### src/rtl/fifo_rd_stream_if.sv
// Handshake bundle between an upstream sync FIFO, fifo_rd_stream and its downstream consumer.
// master: the fifo_rd_stream side; slave: the FIFO + consumer environment.
interface fifo_rd_stream_if #(
  parameter int unsigned WIDTH = 8
);
  logic             fifo_empty;
  logic [WIDTH-1:0] fifo_rd_data;
  logic             fifo_rd_en;
  logic             out_valid;
  logic             out_ready;
  logic [WIDTH-1:0] out_data;
  logic             out_last;

  modport master (
    input  fifo_empty,
    input  fifo_rd_data,
    input  out_ready,
    output fifo_rd_en,
    output out_valid,
    output out_data,
    output out_last
  );

  modport slave (
    output fifo_empty,
    output fifo_rd_data,
    output out_ready,
    input  fifo_rd_en,
    input  out_valid,
    input  out_data,
    input  out_last
  );
endinterface

### src/rtl/fifo_rd_stream.sv
// Converts a registered-read sync FIFO into a valid/ready stream through a 2-entry buffer,
// flagging the last beat of every BURST_LEN-word burst.
module fifo_rd_stream #(
  parameter int unsigned WIDTH     = 8,
  parameter int unsigned BURST_LEN = 4,
  parameter int unsigned CNT_SIZE  = 2
) (
  input  logic              clk,
  input  logic              rst_n,
  fifo_rd_stream_if.master  bus
);

  localparam logic [CNT_SIZE-1:0] LAST_BEAT = CNT_SIZE'(BURST_LEN - 1);

  logic [1:0]          count;
  logic                pend;
  logic                head;
  logic [WIDTH-1:0]    mem [2];
  logic [CNT_SIZE-1:0] beat_cnt;

  logic                valid;
  logic                fire;
  logic [2:0]          occ_next;
  logic                wr_idx;

  always_comb begin
    valid    = (count != 2'd0);
    fire     = valid && bus.out_ready;
    occ_next = {1'b0, count} + {2'b0, pend} - {2'b0, fire};
    // Tail slot relative to the current head; valid also when pend and fire coincide.
    wr_idx   = head ^ count[0];
  end

  // Pop is held off during reset so nothing is lost from the FIFO while state is cleared.
  assign bus.fifo_rd_en = rst_n && !bus.fifo_empty && (occ_next < 3'd2);

  always_ff @(posedge clk or negedge rst_n) begin
    if (!rst_n) begin
      count    <= '0;
      pend     <= 1'b0;
      head     <= 1'b0;
      beat_cnt <= '0;
      for (int unsigned i = 0; i < 2; i++) begin
        mem[i] <= '0;
      end
    end else begin
      pend  <= bus.fifo_rd_en;
      count <= occ_next[1:0];
      if (pend) begin
        mem[wr_idx] <= bus.fifo_rd_data;
      end
      if (fire) begin
        head     <= ~head;
        beat_cnt <= (beat_cnt == LAST_BEAT) ? '0 : beat_cnt + 1'b1;
      end
    end
  end

  always_comb begin
    bus.out_valid = valid;
    bus.out_data  = valid ? mem[head] : '0;
    bus.out_last  = valid && (beat_cnt == LAST_BEAT);
  end

  a_no_overflow: assert property (@(posedge clk) disable iff (!rst_n)
    ({1'b0, count} + {2'b0, pend}) <= 3'd2);

  a_hold_stable: assert property (@(posedge clk) disable iff (!rst_n)
    (valid && !bus.out_ready) |=> ($stable(bus.out_data) && $stable(bus.out_last)));

endmodule
### src/flat_wrapper.sv
// flat-port wrapper written by rule: the top's interface ports become plain ports
module fifo_rd_stream_flat 
#(
  parameter int unsigned WIDTH     = 8,
  parameter int unsigned BURST_LEN = 4,
  parameter int unsigned CNT_SIZE  = 2
)
  (clk, rst_n, bus_fifo_empty, bus_fifo_rd_data, bus_out_ready, bus_fifo_rd_en, bus_out_valid, bus_out_data, bus_out_last);
  fifo_rd_stream_if #(.WIDTH(WIDTH)) bus_i ();
  input  logic clk;
  input  logic rst_n;
  input wire logic [$bits(bus_i.fifo_empty)-1:0] bus_fifo_empty;
  input wire logic [$bits(bus_i.fifo_rd_data)-1:0] bus_fifo_rd_data;
  input wire logic [$bits(bus_i.out_ready)-1:0] bus_out_ready;
  output wire logic [$bits(bus_i.fifo_rd_en)-1:0] bus_fifo_rd_en;
  output wire logic [$bits(bus_i.out_valid)-1:0] bus_out_valid;
  output wire logic [$bits(bus_i.out_data)-1:0] bus_out_data;
  output wire logic [$bits(bus_i.out_last)-1:0] bus_out_last;
  assign bus_i.fifo_empty = bus_fifo_empty;
  assign bus_i.fifo_rd_data = bus_fifo_rd_data;
  assign bus_i.out_ready = bus_out_ready;
  assign bus_fifo_rd_en = bus_i.fifo_rd_en;
  assign bus_out_valid = bus_i.out_valid;
  assign bus_out_data = bus_i.out_data;
  assign bus_out_last = bus_i.out_last;
  fifo_rd_stream #(.WIDTH(WIDTH), .BURST_LEN(BURST_LEN), .CNT_SIZE(CNT_SIZE)) u_core (.clk(clk), .rst_n(rst_n), .bus(bus_i));
endmodule
### config.mk
export PLATFORM = sky130hd
export DESIGN_NAME = fifo_rd_stream_flat
export DESIGN_NICKNAME = d
export VERILOG_FILES = /design/src/rtl/fifo_rd_stream_if.sv /design/src/rtl/fifo_rd_stream.sv /design/src/flat_wrapper.sv
export SDC_FILE = /design/constraint.sdc
export NUM_CORES = 1
export LEC_CHECK = 0
export ABC_AREA = 1
export CAP_MARGIN = 20
export CELL_PAD_IN_SITES_DETAIL_PLACEMENT = 0
export CELL_PAD_IN_SITES_GLOBAL_PLACEMENT = 2
export CORE_MARGIN = 10
export CORE_UTILIZATION = 31
export CTS_CLUSTER_DIAMETER = 100
export DETAILED_ROUTE_END_ITERATION = 10
export GPL_TIMING_DRIVEN = 1
export MAX_ROUTING_LAYER = met4
export PLACE_DENSITY_LB_ADDON = 0.25
export SYNTH_ARGS = -nofsm -noshare
export SYNTH_HDL_FRONTEND = slang
export SYNTH_SLANG_ARGS = --single-unit
### constraint.sdc
create_clock -name clk -period 3.6 [get_ports clk]
set_input_delay 0.36 -clock clk [delete_from_list [all_inputs] [get_ports clk]]
set_output_delay 0.36 -clock clk [all_outputs]
set_load 0.01 [all_outputs]
== After elaboration in Yosys (flattened, before gate mapping) ==
Index checks and enable logic that the tools add are counted.

* Output and inout bits: 11
* Word-level logic and storage cells: 33
* Register bits: 22

* Eq/ne operators: 1
* Bitwise operators: 4
* Multiplexer cells: 8
* Reductions and logical operators: 7
* $add $sub $neg: 3
* Order comparisons: 4

{| class="wikitable"
|+ Operators by type and width
! operator !! number
|-
| $mux 8 || 5
|-
| $bwmux 16 || 1
|-
| $demux 8 s1 || 1
|-
| $logic_and 1x1->1 || 5
|-
| $ge 2x2->1 const B || 2
|-
| $not 1->2 || 2
|-
| $add 2x1->3 || 1
|-
| $lt 3x2->1 const B || 1
|-
| $sub 3x1->3 || 1
|-
| $add 2x1->2 const B || 1
|-
| $eq 2x2->1 const B || 1
|-
| $lt 2x1->1 const B || 1
|-
| $mux 2 || 1
|-
| $reduce_bool 2->1 || 1
|-
| $logic_not 1->1 || 1
|-
| $not 1->1 || 1
|-
| $xor 1x1->1 || 1
|}

== Logic depth before layout (Yosys ltp) ==
* Word-level depth: 7
* Mapped depth: 9

== Least setup slack after synthesis ==
OpenSTA, ideal clock, no wires.

* Path type: reg2out
* Start: register u_core.count[0]
* End: output port bus_fifo_rd_en
* Data arrival time: 1940 ps
* Data required time: 3240 ps
* Stages on the path, launching flop included: 10
* Path buffers: 0
* Setup slack: 1300 ps
* Cell sequence: dfrtp_1 nor2_1 nor2_4 ha_1 inv_1 ha_1 fa_1 inv_1 nand3b_1 nor2_1

* Longest elaborated chain between the ends: 5

{| class="wikitable"
|+ Ends and longest elaborated chain
! what !! RTL line !! source
|-
| start, declared || fifo_rd_stream.sv:15 || <nowiki>logic [1:0] count;</nowiki>
|-
| start signal, assigned || fifo_rd_stream.sv:48 || <nowiki>count <= occ_next[1:0];</nowiki>
|-
| $reduce_bool 2->1 || fifo_rd_stream.sv:27 || <nowiki>valid = (count != 2'd0);</nowiki>
|-
| $logic_and 1x1->1 || fifo_rd_stream.sv:28 || <nowiki>fire = valid && bus.out_ready;</nowiki>
|-
| net u_core.fire || fifo_rd_stream.sv:22 || <nowiki>logic fire;</nowiki>
|-
| $sub 3x1->3 || fifo_rd_stream.sv:29 || <nowiki>occ_next = {1'b0, count} + {2'b0, pend} - {2'b0, fire};</nowiki>
|-
| net u_core.occ_next[1] || fifo_rd_stream.sv:23 || <nowiki>logic [2:0] occ_next;</nowiki>
|-
| $lt 3x2->1 || fifo_rd_stream.sv:35 || <nowiki>assign bus.fifo_rd_en = rst_n && !bus.fifo_empty && (occ_next < 3'd2);</nowiki>
|-
| $logic_and 1x1->1 || fifo_rd_stream.sv:35 ||
|-
| end, declared || flat_wrapper.sv:15 || <nowiki>output wire logic [$bits(bus_i.fifo_rd_en)-1:0] bus_fifo_rd_en;</nowiki>
|}

The timed path passes the listed nets, and every way through them passes these cells.

== Final worst setup path ==
Same ends and word-level chain as after synthesis.

==> flow_summary_export.csv <==
group,metric,value,unit
status,run_status,"finished, final reports clean",
yosys,syn-num-nets,152,
critical_path,start_kind,"flop",
clocking,numCtsBuffers,3,
floorplanning,die_area,6520,sq um
placement,gp_congestion,0.729,
drt,postRouteAntennaNets,0,
grt,grt_use_met1,12.7,%
clocking,cts_tree,"built",
cells_and_area,seq_area,551,sq um
clocking,path_clk_slew,0.07,ns
drt,first_pass_iters,4,
yosys,syn_area_per_cell,8.42,sq um
drt,drc,0,
pwr,p_switching,0.573,mW
cells_and_area,syn2layout_area_growth,26.7,%
yosys,synthTopCellsByArea,"dfrtp_1, nand2_1, nand4_1, a21oi_1, nand3_1",
critical_path,end_kind,"output port",
sta,finalHoldViolCount,0,
sta,worst_slack,0.436,ns
yosys,synth_area,1140,sq um
placement,dp_hpwl,1940,microns
pwr,switching_share,42.5,%
critical_path,crit_required,3.24,ns
grt,met3_usage,1.55,%
hold_path,hold_path_class,"in -> async",
cells_and_area,fin_nets,177,
pwr,clock_power_share,11.0,%
yosys,synth-seq-area-share,48.1,%
sta,finalSetupViolations,0,
cells_and_area,fillerInstances,379,
flow_run,drv_cap,0,
grt,grt_pass1_wl,4720,microns
sta,worst_pin_slew,0.457,ns
grt,busiest_layer,"met2",
drt,wl_per_cell,13.6,microns
cells_and_area,multiInputGateArea,518,sq um
placement,portBuffers,22,
sta,finalClockSkew,0.00159,ns
grt,grt_max_degree,24,
drt,via_count,932,
clocking,post_cts_buffers,0,
critical_path,reg2reg_slack,1.53,ns
critical_path,crit_family,"adder cells",
clocking,cts.sinks,22,
pwr,leakage,0.698,nW
grt,track_usage,9.57,%
sta,max_freq,316,MHz
floorplanning,rows,22,
grt,use_met2,14.6,%
floorplanning,fp.dieH,80.8,microns
critical_path,crit_fanout,5,
drt,routed_wl,2810,microns
sta,timing.slew.headroom,69.6,%
yosys,post-synth-top-area-cell,"dfrtp_1",
sta,holdWs,0.464,ns
yosys,synth_cells,136,
grt,antenna_found_initial,0,
floorplanning,io_pins,23,
grt,grt_pass1_vias,958,
drt,vias_per_cell,4.50,
yosys,synth_top_area_share,48.1,%
clocking,hold_buffers,0,
critical_path,slowest_delay,0.56,ns
pwr,comb_power_share,54.7,%
sta,tns,0,ns
floorplanning,core_area,3610,sq um
clocking,h-tree-depth,1,
floorplanning,fp.dieW,80.8,microns
critical_path,crit_path_top_delay_cell,"clkdlybuf4s50_1",
sta,fin_crit,3.16,ns
drt,drtIter0Drc,69,
yosys,ys_warn_count,0,
critical_path,path_cells,"nor2_1 > nor2_4 > ha_1 > inv_1 > ha_1 > fa_1 > inv_1 > nand3b_1 > nor2_1 > clkdlybuf4s50_1",
clocking,clkLatencyLatePin,0.25,ns
floorplanning,start_util,31.7,%
cells_and_area,antenna_cells_inserted,0,
pwr,powerDensity,930,nW/um^2
pwr,max-vdd-ir-drop,0.000364,V
cells_and_area,layout-drive-gt1-share,9.43,%
critical_path,crit_buf_inv,3,
critical_path,path_class,"reg -> out",
critical_path,arrival,2.80,ns
pwr,p_seq_share,34.3,%
yosys,yosys.cell_types.count,19,
sta,slew_violations,0,
clocking,cts_root_buf,"clkbuf_8",
clocking,post_cts_resized,0,
placement,place_worst_setup_slack,0.487,ns
sta,rsz0062_at_grt,"no",
yosys,ys_seq_elements,22,
grt,grt-ovfl-total,0,
sta,period_share,87.9,%
pwr,p_int,0.775,mW
clocking,clock_path_buffers,2,
-- power groups by stage --
stage	clock [mW]	sequential (mW)	combinational [mW]
2_1_floorplan	0	0.436	0.487
3_3_place_gp	0	0.466	0.747
3_5_place_dp	0	0.467	0.755
4_1_cts	0.158	0.463	0.756
5_1_grt	0.168	0.485	0.838
6_report	0.149	0.462	0.737
-- registers in the layout, summed over array words and instances (netlist names) --
| signal | cells |
|---|---|
| u_core.beat_cnt | 2 |
| u_core.count | 2 |
| u_core.head | 1 |
| u_core.mem | 16 |
| u_core.pend | 1 |
-- metrics by stage --
stage	area [sq um]	total power [mW]	utilization (%)	instances
final	1450	1.35	40.2	207
after global routing	1450	1.49	40.2	207
after CTS	1450	1.38	40.2	207
after detailed placement	1410	1.22	39.1	204
after global placement	1410	1.21	39.1	204
after floorplan	1140	0.923	-	136
-- worst paths after layout --
path,to,cells past startpoint,from
min in group clk,u_core.mem[6],2,u_core.mem[6]
max in group asynchronous,u_core.mem[1],2,rst_n
min reg2reg,u_core.mem[6],2,u_core.mem[6]
min,u_core.head,2,rst_n
max,bus_fifo_rd_en,10,u_core.count[0]
max reg2reg,u_core.pend,9,u_core.count[0]
-- final cells by class --
type | count | share of cell area, %
timing repair buffer | 25 | 16.7
tap | 48 | 4.14
multi-input combinational | 99 | 35.7
clock buffer | 3 | 2.85
inverter | 10 | 2.59
sequential | 22 | 38.0
-- cells by family (layout without fill, tap and decap cells) --
kind of cell,count (synthesis),in the layout,share of synthesized area (%)
AO/OA/AOI/OAI,8,8,3.50
XOR/XNOR,1,1,0.765
adder cells (fa/ha/maj),4,4,5.03
buffers and inverters,15,38,6.67
flip-flops,22,22,48.1
AND/OR/NAND/NOR,86,86,36.0
-- cell usage in the layout, fill, tap and decap left out, drive strengths merged --
| cell type | n |
|---|---|
| clkbuf | 3 |
| nand4 | 8 |
| clkdlybuf4s50 | 22 |
| xnor2 | 1 |
| inv | 10 |
| fa | 1 |
| nor2 | 5 |
| nand2 | 62 |
| buf | 3 |
| nand3 | 10 |
| dfrtp | 22 |
| nand3b | 1 |
| a21oi | 8 |
| ha | 3 |
-- cell usage after synthesis --
cell type	count
nand3_4	2
xnor2_1	1
fa_1	1
inv_1	8
buf_2	1
buf_6	1
nor2_1	4
nand2_4	2
nand4_1	8
dfrtp_1	22
nand3_1	8
nand2_1	58
ha_1	3
buf_4	3
inv_2	2
nand3b_1	1
a21oi_1	8
nor2_4	1
nand2_2	2
-- worst register-to-register path: stages (launching register included) --
cell	delay, ns
dfrtp_1	0.44
nor2_1	0.24
nor2_4	0.07
ha_1	0.28
inv_1	0.04
ha_1	0.18
fa_1	0.46
inv_1	0.07
nand3b_1	0.07
nor2_1	0.15
-- per-layer routing --
layer  routed length (microns)  vias up
met5                         0        -
met4                        14        0
met3                       122        2
met2                      1260       21
met1                      1410      425
li1                          -      484
Power figures use the tool's default switching activity.
